===== config.mk =====
export PLATFORM = sky130hd
export DESIGN_NAME = alu_exec
export DESIGN_NICKNAME = d
export VERILOG_FILES = /design/src/rtl/alu_exec.sv
export SDC_FILE = /design/constraint.sdc
export NUM_CORES = 1
export LEC_CHECK = 0
export BUFFER_PORTS_ARGS = -buffer_cell sky130_fd_sc_hd__buf_2
export CELL_PAD_IN_SITES_DETAIL_PLACEMENT = 1
export CELL_PAD_IN_SITES_GLOBAL_PLACEMENT = 1
export CORE_ASPECT_RATIO = 1.75
export CORE_MARGIN = 2
export CORE_UTILIZATION = 44
export CTS_BUF_LIST = sky130_fd_sc_hd__clkbuf_8
export DETAILED_ROUTE_END_ITERATION = 8
export PLACE_DENSITY_LB_ADDON = 0.08
export SLEW_MARGIN = 20
export SYNTH_ARGS = -nofsm -noshare
export SYNTH_HDL_FRONTEND = slang
export SYNTH_SLANG_ARGS = --single-unit

===== constraint.sdc =====
create_clock -name clk -period 4.6 [get_ports clk]
set_input_delay 0 -clock clk [delete_from_list [all_inputs] [get_ports clk]]
set_output_delay 0 -clock clk [all_outputs]
set_load 0.05 [all_outputs]

===== src/rtl/alu_exec.sv =====
`default_nettype none
// ============================================================================
// Module   : alu_exec
// Brief    : Single-cycle MIPS-style execute stage. Decode and compute are
//            combinational; every output is registered (1 clk latency).
// Revision : 1.0 - initial release
// ============================================================================
module alu_exec (
  input  logic        clk,
  input  logic        reset,
  input  logic [4:0]  pc,
  input  logic [31:0] readRs,
  input  logic [31:0] readRt,
  input  logic [31:0] readRd,
  input  logic [4:0]  readRdAddress,
  input  logic [4:0]  readRtAddress,
  input  logic [4:0]  shiftNumber,
  input  logic [15:0] I_immediate,
  input  logic [25:0] J_immediate,
  input  logic [5:0]  operand,
  input  logic [5:0]  funct,
  output logic [4:0]  writeBackAddress,
  output logic [31:0] result,
  output logic        isZero,
  output logic        isBranch,
  output logic        isJAL,
  output logic [1:0]  loadWrite,
  output logic [4:0]  loadWriteAddress,
  output logic [1:0]  inOut,
  output logic [4:0]  inOutAddress
);

  // Opcodes
  localparam logic [5:0] OP_RTYPE = 6'h00;
  localparam logic [5:0] OP_J     = 6'h02;
  localparam logic [5:0] OP_JAL   = 6'h03;
  localparam logic [5:0] OP_BEQ   = 6'h04;
  localparam logic [5:0] OP_BNE   = 6'h05;
  localparam logic [5:0] OP_ADDI  = 6'h08;
  localparam logic [5:0] OP_ANDI  = 6'h0C;
  localparam logic [5:0] OP_ORI   = 6'h0D;
  localparam logic [5:0] OP_XORI  = 6'h0E;
  localparam logic [5:0] OP_LUI   = 6'h0F;
  localparam logic [5:0] OP_IN    = 6'h20;
  localparam logic [5:0] OP_OUT   = 6'h21;
  localparam logic [5:0] OP_LW    = 6'h23;
  localparam logic [5:0] OP_SW    = 6'h2B;

  // R-type function codes
  localparam logic [5:0] FN_SLL = 6'h00;
  localparam logic [5:0] FN_SRL = 6'h02;
  localparam logic [5:0] FN_SRA = 6'h03;
  localparam logic [5:0] FN_JR  = 6'h08;
  localparam logic [5:0] FN_ADD = 6'h20;
  localparam logic [5:0] FN_SUB = 6'h22;
  localparam logic [5:0] FN_AND = 6'h24;
  localparam logic [5:0] FN_OR  = 6'h25;
  localparam logic [5:0] FN_SLT = 6'h2A;

  logic [31:0] imm_sext;
  logic [31:0] imm_zext;
  logic [31:0] rs_plus_imm;
  logic [4:0]  pc_next;
  logic        rs_eq_rt;

  // The rd register value is not needed by any supported instruction.
  logic unused_inputs;
  assign unused_inputs = ^readRd;

  assign imm_sext    = {{16{I_immediate[15]}}, I_immediate};
  assign imm_zext    = {16'h0000, I_immediate};
  assign rs_plus_imm = readRs + imm_sext;
  assign pc_next     = pc + 5'd1;
  assign rs_eq_rt    = (readRs == readRt);

  logic [4:0]  n_wba;
  logic [31:0] n_result;
  logic        n_branch;
  logic        n_jal;
  logic [1:0]  n_lw;
  logic [4:0]  n_lw_addr;
  logic [1:0]  n_io;
  logic [4:0]  n_io_addr;
  logic        n_valid;    // decoded a supported instruction
  logic        n_cmp_br;   // beq/bne: isZero reports Rs==Rt instead of result==0
  logic        n_zero;

  // Combinational decode and compute; defaults describe a nop.
  always_comb begin
    n_wba     = 5'd0;
    n_result  = 32'd0;
    n_branch  = 1'b0;
    n_jal     = 1'b0;
    n_lw      = 2'b00;
    n_lw_addr = 5'd0;
    n_io      = 2'b00;
    n_io_addr = 5'd0;
    n_valid   = 1'b1;
    n_cmp_br  = 1'b0;
    case (operand)
      OP_RTYPE: begin
        n_wba = readRdAddress;
        case (funct)
          FN_ADD: n_result = readRs + readRt;
          FN_SUB: n_result = readRs - readRt;
          FN_AND: n_result = readRs & readRt;
          FN_OR:  n_result = readRs | readRt;
          FN_SLT: n_result = {31'd0, ($signed(readRs) < $signed(readRt))};
          FN_SLL: n_result = readRt << shiftNumber;
          FN_SRL: n_result = readRt >> shiftNumber;
          FN_SRA: n_result = $unsigned($signed(readRt) >>> shiftNumber);
          FN_JR: begin
            n_branch = 1'b1;
            n_wba    = readRs[4:0];
          end
          default: begin
            n_valid = 1'b0;
            n_wba   = 5'd0;
          end
        endcase
      end
      OP_ADDI: begin n_wba = readRtAddress; n_result = rs_plus_imm; end
      OP_ANDI: begin n_wba = readRtAddress; n_result = readRs & imm_zext; end
      OP_ORI:  begin n_wba = readRtAddress; n_result = readRs | imm_zext; end
      OP_XORI: begin n_wba = readRtAddress; n_result = readRs ^ imm_zext; end
      OP_LUI:  begin n_wba = readRtAddress; n_result = {I_immediate, 16'h0000}; end
      OP_BEQ, OP_BNE: begin
        n_cmp_br = 1'b1;
        if ((operand == OP_BEQ) == rs_eq_rt) begin
          n_branch = 1'b1;
          n_wba    = pc_next + I_immediate[4:0];
        end
      end
      OP_J: begin
        n_branch = 1'b1;
        n_wba    = J_immediate[4:0];
      end
      OP_JAL: begin
        n_branch = 1'b1;
        n_jal    = 1'b1;
        n_wba    = J_immediate[4:0];
        n_result = {27'd0, pc_next};
      end
      OP_LW, OP_SW: begin
        n_lw      = (operand == OP_LW) ? 2'b10 : 2'b01;
        n_wba     = readRtAddress;
        n_lw_addr = rs_plus_imm[4:0];
      end
      OP_IN, OP_OUT: begin
        n_io      = (operand == OP_IN) ? 2'b10 : 2'b01;
        n_io_addr = I_immediate[4:0];
      end
      default: n_valid = 1'b0;
    endcase
    if (n_cmp_br) n_zero = rs_eq_rt;
    else          n_zero = n_valid && (n_result == 32'd0);
  end

  // Output register; reset overrides and discards the decoded instruction.
  always_ff @(posedge clk) begin
    if (reset) begin
      writeBackAddress <= 5'd0;
      result           <= 32'd0;
      isZero           <= 1'b0;
      isBranch         <= 1'b0;
      isJAL            <= 1'b0;
      loadWrite        <= 2'b00;
      loadWriteAddress <= 5'd0;
      inOut            <= 2'b00;
      inOutAddress     <= 5'd0;
    end else begin
      writeBackAddress <= n_wba;
      result           <= n_result;
      isZero           <= n_zero;
      isBranch         <= n_branch;
      isJAL            <= n_jal;
      loadWrite        <= n_lw;
      loadWriteAddress <= n_lw_addr;
      inOut            <= n_io;
      inOutAddress     <= n_io_addr;
    end
  end

endmodule
`default_nettype wire


==> flow_summary.yaml, run 1 <==
timing:
  tightestPinTransition_ns: 1.23
  fin_crit_sh: 0.911
  holdWs_ns: 0.000575
  hold_viol: 0
  slew_viol_final: 0
  setup_ws_ns: 0.410
  period_minus_slack_ns: 4.19
  rsz0062_at_grt: "no"
  setup_violations: 0
  finalSetupTns_ns: 0
  fmax_mhz: 239
  slew_headroom: 0.180
pwr:
  p_sw_frac: 0.531
  power.switching_mw: 1.37
  comb_power_share: 0.722
  p_int_mw: 1.22
  p_leak_nw: 7.45
  ir_drop_mv: 0.0934
  p_clk_frac: 0.095
  power.share.sequential: 0.184
  powerDensity_nw_per_um2: 153
  total_power_mw: 2.59
placed_design:
  dp_hpwl_um: 70900
  finalWeightedCongestion: 1.08
  postPlaceCellArea_um2: 16700
  dp_slack_ns: 0.198
  dp_cells: 2678
  portBuffers: 172
clocking:
  cts_max_path_buffers: 2
  htree_levels: 2
  cts_sinks: 54
  numCtsBuffers: 5
  cts_root_buffer: "clkbuf_8"
  cts_tree: "yes"
  clkTransAtPathRegs_ns: 0.10
  post_cts_buffers: 0
grt:
  grtUsageTotal: 0.487
  grt_pass1_wl_um: 127000
  grt_pass1_vias: 19600
  grt_antenna_before_repair: 5
  grt_max_degree: 52
  grt_overflow_total: 0
floorplanning:
  die-area_um2: 35500
  start_util: 0.444
  rows: 89
  boundaryPins: 226
  fp.dieH_um: 248
  coreArea_um2: 33600
  dieWidth_um: 143
synthesis:
  ys_seq_elements: 54
  ys_seq_area_frac: 0.0724
  ys_types: 90
  synth-edff-count: 0
  avgSynthCellArea_um2: 7.21
  synth_flop_cell: "dfxtp_1"
  syn_nets: 2408
  syn_area_um2: 14900
  yosys_warnings: 0
  async_flop_share: 0
  synth_cells: 2072
outcome:
  run_status: "finished, final reports clean"
routing:
  wirelength_um: 88400
  drc: 0
  vias: 19200
  first_iter_violations: 1332
  wire_per_inst_um: 32.8
  antenna_left: 0
  drt-pass1-iter-count: 6
  viasPerCell: 7.11
cells_and_area:
  post-route-cell-area_um2: 16900
  final_common_cell: "nand2_1"
  stdcell_count: 2695
  fill_cells: 4409
  areaGrowthSynthToFinish_pct: 13.3
  layout_common_cells: "nand2_1 (174), buf_2 (170), a21oi_1 (167)"
  final_core_util: 0.503
  multi_input_area_um2: 12700
  nets: 2574
  layout.area.seq_um2: 1080
  drive_above_1_share: 0.186
critical_path:
  worstPathRequired_ns: 4.83
  worst-endpoint-arrival_ns: 4.42
  start_kind: "input pin"
  crit_type: "in -> reg"
  cp_max_fo: 10
  endpoint_kind: "register"
worst_hold_path:
  hold_class: "in -> reg"
run:
  drv_cap: 0
-- registers in the layout, indices dropped and copies added (netlist names) --
signal	flops
inOut	2
isZero	1
isBranch	1
isJAL	1
loadWriteAddress	5
result	32
inOutAddress	5
loadWrite	2
writeBackAddress	5
-- area by class of cell --
class	instances	share of cell area
antenna	2	0.000296
tap	455	0.0337
inverter	127	0.0282
clock buffer	5	0.00407
sequential	54	0.0639
multi-input combinational	1730	0.749
clock inverter	2	0.000444
timing repair buffer	320	0.120
-- layer usage --
layer  part of all wire  vias up  global-route usage
met1               0.33     9309               0.494
li1                   -     8134                   -
met2               0.46     1219               0.811
met5            0.00046        -                   0
met4               0.13        6               0.502
met3              0.080      491              0.0870
-- synthesized netlist by cell type, drive strengths merged, types with 45 or more instances --
master,n,area (um2)
nand2,174,653
mux2i,100,1000
ha,160,2000
nor3,59,300
o21ai,110,551
inv,127,477
clkbuf,96,360
nor2,166,623
buf,65,380
a21oi,167,836
xnor2,45,394
nand3,47,235
dfxtp,54,1080
-- cell families after synthesis --
kind of cell | synth area share
AOI/OAI and AO/OA | 0.315
and+or+nand+nor | 0.218
buffers and inverters | 0.0815
adders and majority gates | 0.139
muxes | 0.140
xor gates and xnor gates | 0.0334
DFF | 0.0724
-- power by group through the flow --
| stage | clock, mW | sequential (mW) | combinational (mW) |
|---|---|---|---|
| after floorplan | 0 | 0.511 | 1.09 |
| after global placement | 0 | 0.486 | 1.72 |
| after detailed placement | 0 | 0.486 | 1.77 |
| after CTS | 0.243 | 0.475 | 1.78 |
| after global routing | 0.264 | 0.476 | 1.96 |
| final | 0.245 | 0.475 | 1.87 |
-- critical path: stages --
cell and delay (ns):
buf_2 0.24, inv_1 0.11, ha_1 0.40, nor2b_1 0.24
nor4_1 0.09, a211oi_1 0.62, o32ai_2 0.29, o31ai_2 0.38
a211oi_1 0.14, o21a_1 0.18, a2111oi_0 0.66, buf_4 0.26
nand3_1 0.07, or4b_1 0.51, o41ai_2 0.20
-- worst paths after layout --
check | start | cells past startpoint | slack, ns | to
max | readRt[6] | 15 | 0.41 | isZero
min | readRdAddress[2] | 3 | 0.0006 | writeBackAddress[2]
-- repair_timing --
| item | CTS | global route |
|---|---|---|
| hold buffers | 8 | 0 |
| hold endpoints to repair | 5 | 0 |
| resized for setup | 0 | 0 |
No activity file was read; power rests on OpenSTA's default activity.
==> run 2: changes to the inputs <==
--- a/config.mk
+++ b/config.mk
@@ -5,7 +5,7 @@
 export SDC_FILE = /design/constraint.sdc
 export NUM_CORES = 1
 export LEC_CHECK = 0
-export BUFFER_PORTS_ARGS = -buffer_cell sky130_fd_sc_hd__buf_2
+export ABC_AREA = 1
 export CELL_PAD_IN_SITES_DETAIL_PLACEMENT = 1
 export CELL_PAD_IN_SITES_GLOBAL_PLACEMENT = 1
 export CORE_ASPECT_RATIO = 1.75
@@ -13,6 +13,7 @@
 export CORE_UTILIZATION = 44
 export CTS_BUF_LIST = sky130_fd_sc_hd__clkbuf_8
 export DETAILED_ROUTE_END_ITERATION = 8
+export DONT_BUFFER_PORTS = 1
 export PLACE_DENSITY_LB_ADDON = 0.08
 export SLEW_MARGIN = 20
 export SYNTH_ARGS = -nofsm -noshare
==> flow_summary.yaml, run 2 <==
outcome:
  run_status: "finished with violations"
  violations: "negative hold slack"
critical_path:
  worst-endpoint-arrival_ns: 4.16
  worst-path-buf-inv: 3
  slowest_stage: "dlygate4sd3_1"
  crit_top_cell: "nand2_1"
  cpPeakStageDelay_ns: 0.57
  cp_max_fo: 5
  endpoint_kind: "register"
  worstPathRequired_ns: 4.88
  cpLargestDelayFamily: "simple AND/OR/NAND/NOR gates"
  crit_chain: "dlygate4sd3_1 > inv_1 > ha_1 > nand3_1 > nand2_1 > nand2_1 > nand2_1 > nand3_1 > nand2_1 > nand2_1 > nand2_1 > nand2_1 > nand3_1 > nand2_1 > a21oi_1 > nand2_1 > nor2_1 > nand3_1 > nor2_1 > nand2_1 > a21oi_2 > dlygate4sd3_1"
  crit_type: "in -> reg"
  start_kind: "input pin"
routing:
  antenna_left: 0
  vias: 20200
  wire_per_inst_um: 26.9
  wirelength_um: 87000
  drc: 0
  drt-pass1-iter-count: 5
  first_iter_violations: 1746
  viasPerCell: 6.25
floorplanning:
  start_util: 0.447
  boundaryPins: 226
  coreArea_um2: 33900
  rows: 89
  die-area_um2: 36000
  dieWidth_um: 144
  fp.dieH_um: 249
pwr:
  power.share.sequential: 0.223
  powerDensity_nw_per_um2: 145
  p_sw_frac: 0.557
  ir_drop_mv: 0.118
  p_int_mw: 1.00
  p_clk_frac: 0.128
  comb_power_share: 0.649
  p_leak_nw: 8.30
  total_power_mw: 2.26
  power.switching_mw: 1.26
grt:
  grt_max_degree: 70
  grt_pass1_vias: 20200
  grtUsageTotal: 0.471
  grt_antenna_before_repair: 5
  grt_pass1_wl_um: 126000
  grt_overflow_total: 0
placed_design:
  dp_hpwl_um: 69900
  finalWeightedCongestion: 1.07
  portBuffers: 0
  postPlaceCellArea_um2: 15200
timing:
  rsz0062_at_grt: "no"
  hold_viol: 1
  fmax_mhz: 258
  slew_headroom: 0.347
  tightestPinTransition_ns: 0.972
  period_minus_slack_ns: 3.87
  slew_viol_final: 0
  fin_crit_sh: 0.842
  setup_violations: 0
  finalSetupTns_ns: 0
  holdWs_ns: -0.00918
clocking:
  numCtsBuffers: 5
  cts_max_path_buffers: 2
  cts_root_buffer: "clkbuf_8"
  cts_tree: "yes"
  clkTransAtPathRegs_ns: 0.13
  post_cts_buffers: 0
  cts_resized: 0
  htree_levels: 2
  cts_sinks: 54
  cts_hold_buf: 22
cells_and_area:
  largest-register: "result"
  final_common_cell: "nand2_1"
  fill_cells: 5128
  areaGrowthSynthToFinish_pct: 2.74
  largest_reg_flops: 32
  multi_input_area_um2: 12100
  drive_above_1_share: 0.0418
  nets: 3111
  layout_common_cells: "nand2_1 (886), nand3_1 (460), inv_1 (343)"
  post-route-cell-area_um2: 15500
  layout.area.seq_um2: 1080
synthesis:
  synth-edff-count: 0
  ys_seq_elements: 54
  synthTopCellsByArea: "nand2_1 (22%), nand3_1 (15%), ha_1 (13%), inv_1 (8.5%), nor2_1 (7.2%)"
  ys_seq_area_frac: 0.0714
  avgSynthCellArea_um2: 5.33
  synth_cells: 2838
  yosys_warnings: 0
  yosys.area.top_type: "nand2_1"
  synth.top_cell.area_share: 0.220
  syn_nets: 3174
  ys_types: 61
  ys_top_cells_by_count: "nand2_1 (886), nand3_1 (460), inv_1 (343)"
  syn_area_um2: 15100
  synth_flop_cell: "dfxtp_1"
  async_flop_share: 0
  yosysMostFrequentCell: "nand2_1"
run:
  drv_cap: 0
worst_hold_path:
  hold_class: "in -> reg"
## run 2: final cells by class
type	count	share of cell area
clock buffer	5	0.00443
multi-input combinational	2316	0.779
clock inverter	2	0.000644
timing repair buffer	35	0.0211
sequential	54	0.0695
antenna	2	0.000322
tap	455	0.0366
inverter	363	0.0881
## run 2: tightest hold or removal path: stages
cell     delay, ns
a22oi_1       0.06
nand2_1       0.07
a21oi_1       0.06
nor2_1        0.12
## run 2: kinds of logic (layout without fill, tap and decap cells)
logic type	Yosys count	after routing	share of synthesized area
AND/OR/NAND/NOR	1791	1791	0.518
buffers and inverters	468	405	0.129
AO/OA/AOI/OAI	350	350	0.138
adder cells (fa/ha/maj)	164	164	0.138
flip-flops	54	54	0.0714
XOR/XNOR	11	11	0.00637
other	0	2	0
## run 2: path summary, 6_finish.rpt
path                           start         end  slack [ns]  cells past startpoint
worst min-delay path  I_immediate[6]  result[22]      -0.009                      4
worst max-delay path  I_immediate[2]      isZero        0.73                     22
## run 2: metrics by stage
step                hold WS (ns)  cells   util  worst slack [ns]
CTS                      0.00579   3230  0.459             0.906
finish                  -0.00918   3232  0.459             0.727
global route              0.0232   3230  0.459             0.589
detailed placement        0.0713   3201  0.450              1.30
global placement          0.0706   3201  0.450              1.39
floorplan                 0.0724   2838      -              2.52
## run 2: metal layers
| metal | share of wire | up-vias | track usage |
|---|---|---|---|
| met2 | 0.44 | 1077 | 0.733 |
| met1 | 0.35 | 9616 | 0.512 |
| met5 | 0.00028 | - | 0 |
| met4 | 0.12 | 4 | 0.428 |
| met3 | 0.092 | 402 | 0.126 |
| li1 | - | 9114 | - |
## run 2: power by group through the flow
stage,Clock [mW],Combinational (mW),Sequential [mW]
2_1_floorplan,0,1.01,0.513
3_3_place_gp,0,1.32,0.514
3_5_place_dp,0,1.36,0.515
4_1_cts,0.283,1.40,0.504
5_1_grt,0.301,1.59,0.505
6_report,0.290,1.47,0.504
